**config.mk**
```make
export PLATFORM = sky130hd
export DESIGN_NAME = step_pulse_meter
export DESIGN_NICKNAME = d
export VERILOG_FILES = /design/src/rtl/stepper_pkg.sv /design/src/rtl/sync_edge_det.sv /design/src/rtl/step_pulse_meter.sv
export SDC_FILE = /design/constraint.sdc
export NUM_CORES = 1
export LEC_CHECK = 0
export ABC_CLOCK_PERIOD_IN_PS = 2300
export CAP_MARGIN = 20
export CORE_AREA = 4 4 104 106
export CTS_BUF_LIST = sky130_fd_sc_hd__clkbuf_8
export CTS_CLUSTER_DIAMETER = 60
export DETAILED_ROUTE_END_ITERATION = 6
export DIE_AREA = 0 0 108 110
export PLACE_DENSITY = 0.82
export SKIP_CTS_REPAIR_TIMING = 1
export SLEW_MARGIN = 25
export SYNTH_ARGS = -nofsm -noshare
export SYNTH_HDL_FRONTEND = slang
export SYNTH_SLANG_ARGS = --single-unit
```
**constraint.sdc**
```tcl
create_clock -name clk -period 2.3 [get_ports clk]
set_input_delay 0.345 -clock clk [delete_from_list [all_inputs] [get_ports clk]]
set_output_delay 0.345 -clock clk [all_outputs]
set_load 0.02 [all_outputs]
```
**src/rtl/stepper_pkg.sv**
```systemverilog
// Shared stepper-interface types: FSM states, default widths, saturating increment.
// Latency: n/a (declarations only).
// Backpressure: n/a.
package stepper_pkg;

  // Measurement FSM states, shared with the driver-side blocks.
  typedef enum logic [1:0] {
    IDLE  = 2'd0,
    ARM   = 2'd1,
    MEAS  = 2'd2,
    STALL = 2'd3
  } step_state_t;

  localparam int STEP_SIZE_DEF   = 16;
  localparam int SYNC_STAGES_DEF = 2;

  // Increment that sticks at max_v instead of wrapping.
  // Callers narrower than 32 bits zero-extend into it and truncate the result.
  function automatic logic [31:0] sat_inc(input logic [31:0] v, input logic [31:0] max_v);
    return (v >= max_v) ? v : v + 32'd1;
  endfunction

endpackage

```
**src/rtl/sync_edge_det.sv**
```systemverilog
// Synchronizes an async input and flags its rising/falling edges.
// Latency: STAGES clocks to step_s; rise/fall are combinational from step_s and its delayed copy.
// Backpressure: none; edges are single-cycle flags and must be consumed when asserted.
module sync_edge_det #(
  parameter int STAGES = 2
) (
  input  logic clk,
  input  logic rst,
  input  logic din,
  output logic step_s,
  output logic rise,
  output logic fall
);

  logic [STAGES-1:0] sync_q;
  logic              dly_q;

  // Synchronizer chain plus one delay flop for edge detection.
  always_ff @(posedge clk) begin
    if (rst) begin
      sync_q <= '0;
      dly_q  <= 1'b0;
    end else begin
      sync_q <= {sync_q[STAGES-2:0], din};
      dly_q  <= sync_q[STAGES-1];
    end
  end

  assign step_s = sync_q[STAGES-1];
  assign rise   = step_s & ~dly_q;
  assign fall   = ~step_s & dly_q;

endmodule

```
**src/rtl/step_pulse_meter.sv**
```systemverilog
// Measures period and high time of STEP pulses, counts steps, flags stalls.
// Latency: meas_valid appears SYNC_STAGES+1 cycles after step_in is first sampled high.
// Backpressure: none; meas_valid is a one-cycle strobe, results hold until the next one.
module step_pulse_meter
  import stepper_pkg::*;
#(
  parameter int SIZE        = STEP_SIZE_DEF,
  parameter int SYNC_STAGES = SYNC_STAGES_DEF
) (
  input  logic              clk,
  input  logic              rst,
  input  logic              enable,
  input  logic              step_in,
  input  logic [SIZE-1:0]   timeout_lim,
  input  logic              count_clr,
  output logic [SIZE-1:0]   period,
  output logic [SIZE-1:0]   high_width,
  output logic              meas_valid,
  output logic [2*SIZE-1:0] step_count,
  output logic              stalled
);

  localparam logic [SIZE-1:0] CNT_MAX = '1;
  localparam logic [SIZE-1:0] CNT_ONE = SIZE'(1);

  logic            step_s;
  logic            rise;
  logic            fall;
  step_state_t     state;
  logic [SIZE-1:0] per_cnt;
  logic [SIZE-1:0] hi_cnt;
  logic [SIZE-1:0] hw_hold;
  logic            stall_hit;

  // SIZE is limited to 32 by the shared 32-bit helper.
  function automatic logic [SIZE-1:0] inc_sat(input logic [SIZE-1:0] v);
    return SIZE'(sat_inc(32'(v), 32'(CNT_MAX)));
  endfunction

  sync_edge_det #(
    .STAGES (SYNC_STAGES)
  ) u_sync (
    .clk    (clk),
    .rst    (rst),
    .din    (step_in),
    .step_s (step_s),
    .rise   (rise),
    .fall   (fall)
  );

  // A zero limit disables stall detection; limit is re-evaluated every cycle.
  assign stall_hit = (timeout_lim != '0) && (per_cnt >= timeout_lim);

  // Measurement FSM with period/high-time counters and registered outputs.
  always_ff @(posedge clk) begin
    if (rst) begin
      state      <= IDLE;
      per_cnt    <= '0;
      hi_cnt     <= '0;
      hw_hold    <= '0;
      period     <= '0;
      high_width <= '0;
      meas_valid <= 1'b0;
      stalled    <= 1'b0;
    end else begin
      meas_valid <= 1'b0;
      if (!enable) begin
        state   <= IDLE;
        per_cnt <= '0;
        hi_cnt  <= '0;
        hw_hold <= '0;
        stalled <= 1'b0;
      end else begin
        // High time runs in every active state, including through a stall,
        // so a pulse straddling a stall still reports its full width.
        if (state != IDLE) begin
          if (rise) begin
            hi_cnt <= CNT_ONE;
          end else if (step_s) begin
            hi_cnt <= inc_sat(hi_cnt);
          end
          if (fall) begin
            hw_hold <= hi_cnt;
          end
        end
        case (state)
          IDLE: begin
            state <= ARM;
          end
          ARM: begin
            // First edge only provides the reference; nothing to report yet.
            if (rise) begin
              state   <= MEAS;
              per_cnt <= CNT_ONE;
            end
          end
          MEAS: begin
            if (rise) begin
              period     <= per_cnt;
              high_width <= hw_hold;
              meas_valid <= 1'b1;
              per_cnt    <= CNT_ONE;
            end else begin
              per_cnt <= inc_sat(per_cnt);
              if (stall_hit) begin
                state   <= STALL;
                stalled <= 1'b1;
              end
            end
          end
          STALL: begin
            // The gap that caused the stall is not a valid period; restart from here.
            if (rise) begin
              state   <= MEAS;
              stalled <= 1'b0;
              per_cnt <= CNT_ONE;
            end else begin
              per_cnt <= inc_sat(per_cnt);
            end
          end
          default: begin
            state <= IDLE;
          end
        endcase
      end
    end
  end

  // Step counter: counts every enabled rise regardless of FSM state; clear wins over
  // the old value but a coincident rise still counts.
  always_ff @(posedge clk) begin
    if (rst) begin
      step_count <= '0;
    end else if (count_clr) begin
      step_count <= (enable && rise) ? (2*SIZE)'(1) : '0;
    end else if (enable && rise) begin
      step_count <= step_count + (2*SIZE)'(1);
    end
  end

endmodule

```
==> results of run 1 <==
[area by class of cell]
| type | count | area (sq um) | area share |
|---|---|---|---|
| clock buffers | 19 | 261.5 | 0.03794 |
| clock inverters | 13 | 121.4 | 0.01761 |
| inverters | 25 | 93.84 | 0.01361 |
| multi-input cells | 470 | 2849 | 0.4133 |
| flip-flops and latches | 119 | 2382 | 0.3456 |
| well taps | 133 | 166.4 | 0.02414 |
| repair buffers | 107 | 1018 | 0.1478 |
[worst max path at each step]
stage / slack, ns / endpoint / cells after the start / startpoint
after CTS: 0.20 / per_cnt[14] / 6 / per_cnt[0]
after floorplan: 0.44 / per_cnt[14] / 6 / per_cnt[0]
after global placement: 0.11 / step_count[31] / 6 / enable
final: 0.17 / per_cnt[14] / 6 / per_cnt[0]
after global routing: 0.05 / per_cnt[14] / 6 / per_cnt[0]
after detailed placement: 0.05 / step_count[19] / 5 / enable
[tightest hold or removal path: stages, from the launching register on]
cell and delay, ns:
dfxtp_1 0.31, nand2_1 0.05, a21oi_1 0.05
[cell usage after synthesis (3+ instances only)]
| master | count |
|---|---|
| o311ai_0 | 3 |
| a211oi_1 | 3 |
| o31ai_1 | 3 |
| mux2i_1 | 17 |
| nand2_1 | 94 |
| or4_1 | 6 |
| a21oi_1 | 60 |
| nor3_1 | 6 |
| buf_2 | 6 |
| nand4_1 | 21 |
| o211ai_1 | 5 |
| ha_1 | 19 |
| or3_1 | 11 |
| nor2_1 | 69 |
| o21ai_0 | 21 |
| inv_1 | 25 |
| nor4_1 | 7 |
| nand3_1 | 23 |
| nor2b_1 | 6 |
| dfxtp_1 | 119 |
| and4_1 | 7 |
| clkbuf_1 | 18 |
| xnor2_1 | 11 |
| a31oi_1 | 6 |
| xor2_1 | 22 |
| and2_1 | 3 |
| and3_1 | 13 |
[stage by stage]
stage	hold slack (ns)	total power (W)	setup WS, ns
4_1_cts	0.4573	0.004038	0.2001
3_5_place_dp	0.4451	0.002258	0.05249
5_1_grt	0.4783	0.004157	0.04966
6_report	0.4538	0.004015	0.1650
2_1_floorplan	0.4138	0.002187	0.4369
3_3_place_gp	0.4351	0.002252	0.1061
[metal layers]
metal  global-route usage  vias to the layer above  wire length [microns]
met5                    0                        -                      0
met4               0.1262                        0                    468
met3              0.04776                       47                    653
met2               0.4414                      146                   7417
met1               0.2857                     2423                   5731
li1                     -                     2473                      -
[sequential cells by signal, indices dropped and copies added, names as in the netlist]
name / cells
period: 16
meas_valid: 1
state: 2
hi_cnt: 16
hw_hold: 16
step_count: 32
u_sync.sync_q: 2
u_sync.dly_q: 1
high_width: 16
per_cnt: 16
stalled: 1
[cell families after synthesis]
group                      count (synthesis)  synth area share
adders and majority gates                 19           0.04357
and+or+nand+nor                          279            0.2527
xor gates and xnor gates                  33           0.05297
buffers and inverters                     55           0.04219
DFF                                      119            0.4366
AOI/OAI and AO/OA                        122            0.1408
muxes                                     17           0.03118
[power breakdown]
| group | switching [W] | internal [W] |
|---|---|---|
| Clock | 0.000882 | 0.000920 |
| Combinational | 0.0000831 | 0.0000616 |
| Sequential | 0.00000492 | 0.00206 |
| Total | 0.000970 | 0.00305 |
==> metrics, run 1 <==
status complete, no violations; CTS Buf Count 17; vias in the first global route 5,066; die height about 110 microns; most frequent cells in the layout dfxtp_1 (119), nand2_1 (94), clkdlybuf4s50_1 (86); worst vdd ir 0.4243 mV; Syn Area/Cell 8.473 sq um; Hold Path Cell Cnt 2; delay-heaviest family, CP simple AND/OR/NAND/NOR gates; routability cong. ~0.87; cell taking the most area after synthesis dfxtp_1; Chip Width 108 microns; Via density approximately 5.7; Primary FF master, synth dfxtp_1; Startpoint Class flip-flop; Placed Area roughly 6500 sq um; Synthesized Nets 684; CP Data Arrival Time 2.45 ns; Final Max Slew Viols 0; Final Hold Vio Count 0; CP max stage cell nor4_4; antenna violations before repair 0; core area 9774 sq um; slew margin rel. 0.6256; Clock Pin Slew Worst Setup and Hold Paths 0.07 ns; Post-DP HPWL about 11 mm; CTS Buffer Depth 2; PD cells 582.5 nW/um^2; #FFs+latches synth 119; post-route design area 6893 sq um; max_cap viols 0; final clock skew 0.008363 ns; clk_lat worst skew 0.43 ns; synth warn 0; Port-buffer cells 86; DRT Pass-1 Iters 5; reg2reg setup slack 0.17 ns; share of layout cells above drive strength 1 0.08898; Global Route Usage Sum 0.2484; Pleak 2.420 nW; Final Critical Period between 2 and 2.5 ns; fraction of registers with async set/reset 0; share of the synthesized area in the top cell type 0.4366; worst hold path type flip-flop to flip-flop; worst-path fanout max 5; RSZ-0062 raised after global routing no; Fill cells 794; die area 11,880 sq um; Fin Setup TNS 0 ns; critical path capture point type flip-flop; antenna diode count 0; main area contributors after synthesis dfxtp_1 (44%), nand2_1 (6.5%), a21oi_1 (5.5%), nor2_1 (4.7%), ha_1 (4.4%); via count ~5,100; Cells after Synth 644; Netlist cell types 58; CTS root buffer clkbuf_8; Routed Antenna Nets 0; routed len/inst between 15 and 20 microns; worst-margin pin slew 0.5590 ns; Max H-tree Level 4; Final setup viols 0; area delta synth->final 26.32%; Reg2Reg Depth 6; fin crit share 0.9283; EDFF count, synth 0; Worst Hold Launch period[8]; Hold Path End period[8]; Sink Count 119; max incr delay on CP 0.44 ns; Net count, final 780; row count 36; first-pass GRT wire length about 24 mm; largest net degree at the start of global routing 38; # DRC 0; Initial Utilization 0.5582; worst endpoint required time around 2.6 ns; Worst Setup Path Type flip-flop to flip-flop; wirelength, routed 14.27 mm; CTS tree done; sequential fraction of the synthesis area 0.4366; Bufs and invs on worst path 0; synthesized area 5456 sq um; f_max 0.4684 GHz; Core Util, Final 0.7052; most common cell after layout, fill and taps aside dfxtp_1; IO Pins 87; First DRT Iteration DRCs 254; total gr overflow 0; capturing point of the worst reg2reg path per_cnt[14]; reg2reg start per_cnt[0]; Post-Layout Cell Count 886; critical path, cell by cell ha_1 -> nand3_1 -> nor4_4 -> a31oi_1 -> a41oi_1 -> nor3_1; # placed instances about 850
Note: power is estimated with default switching activity, not from simulation.
==> inputs of run 2 (changes only) <==
CAP_MARGIN = 15   (was 20)
==> results of run 2 <==
No change in the layout: final DEF, timing and power equal those of run 1.
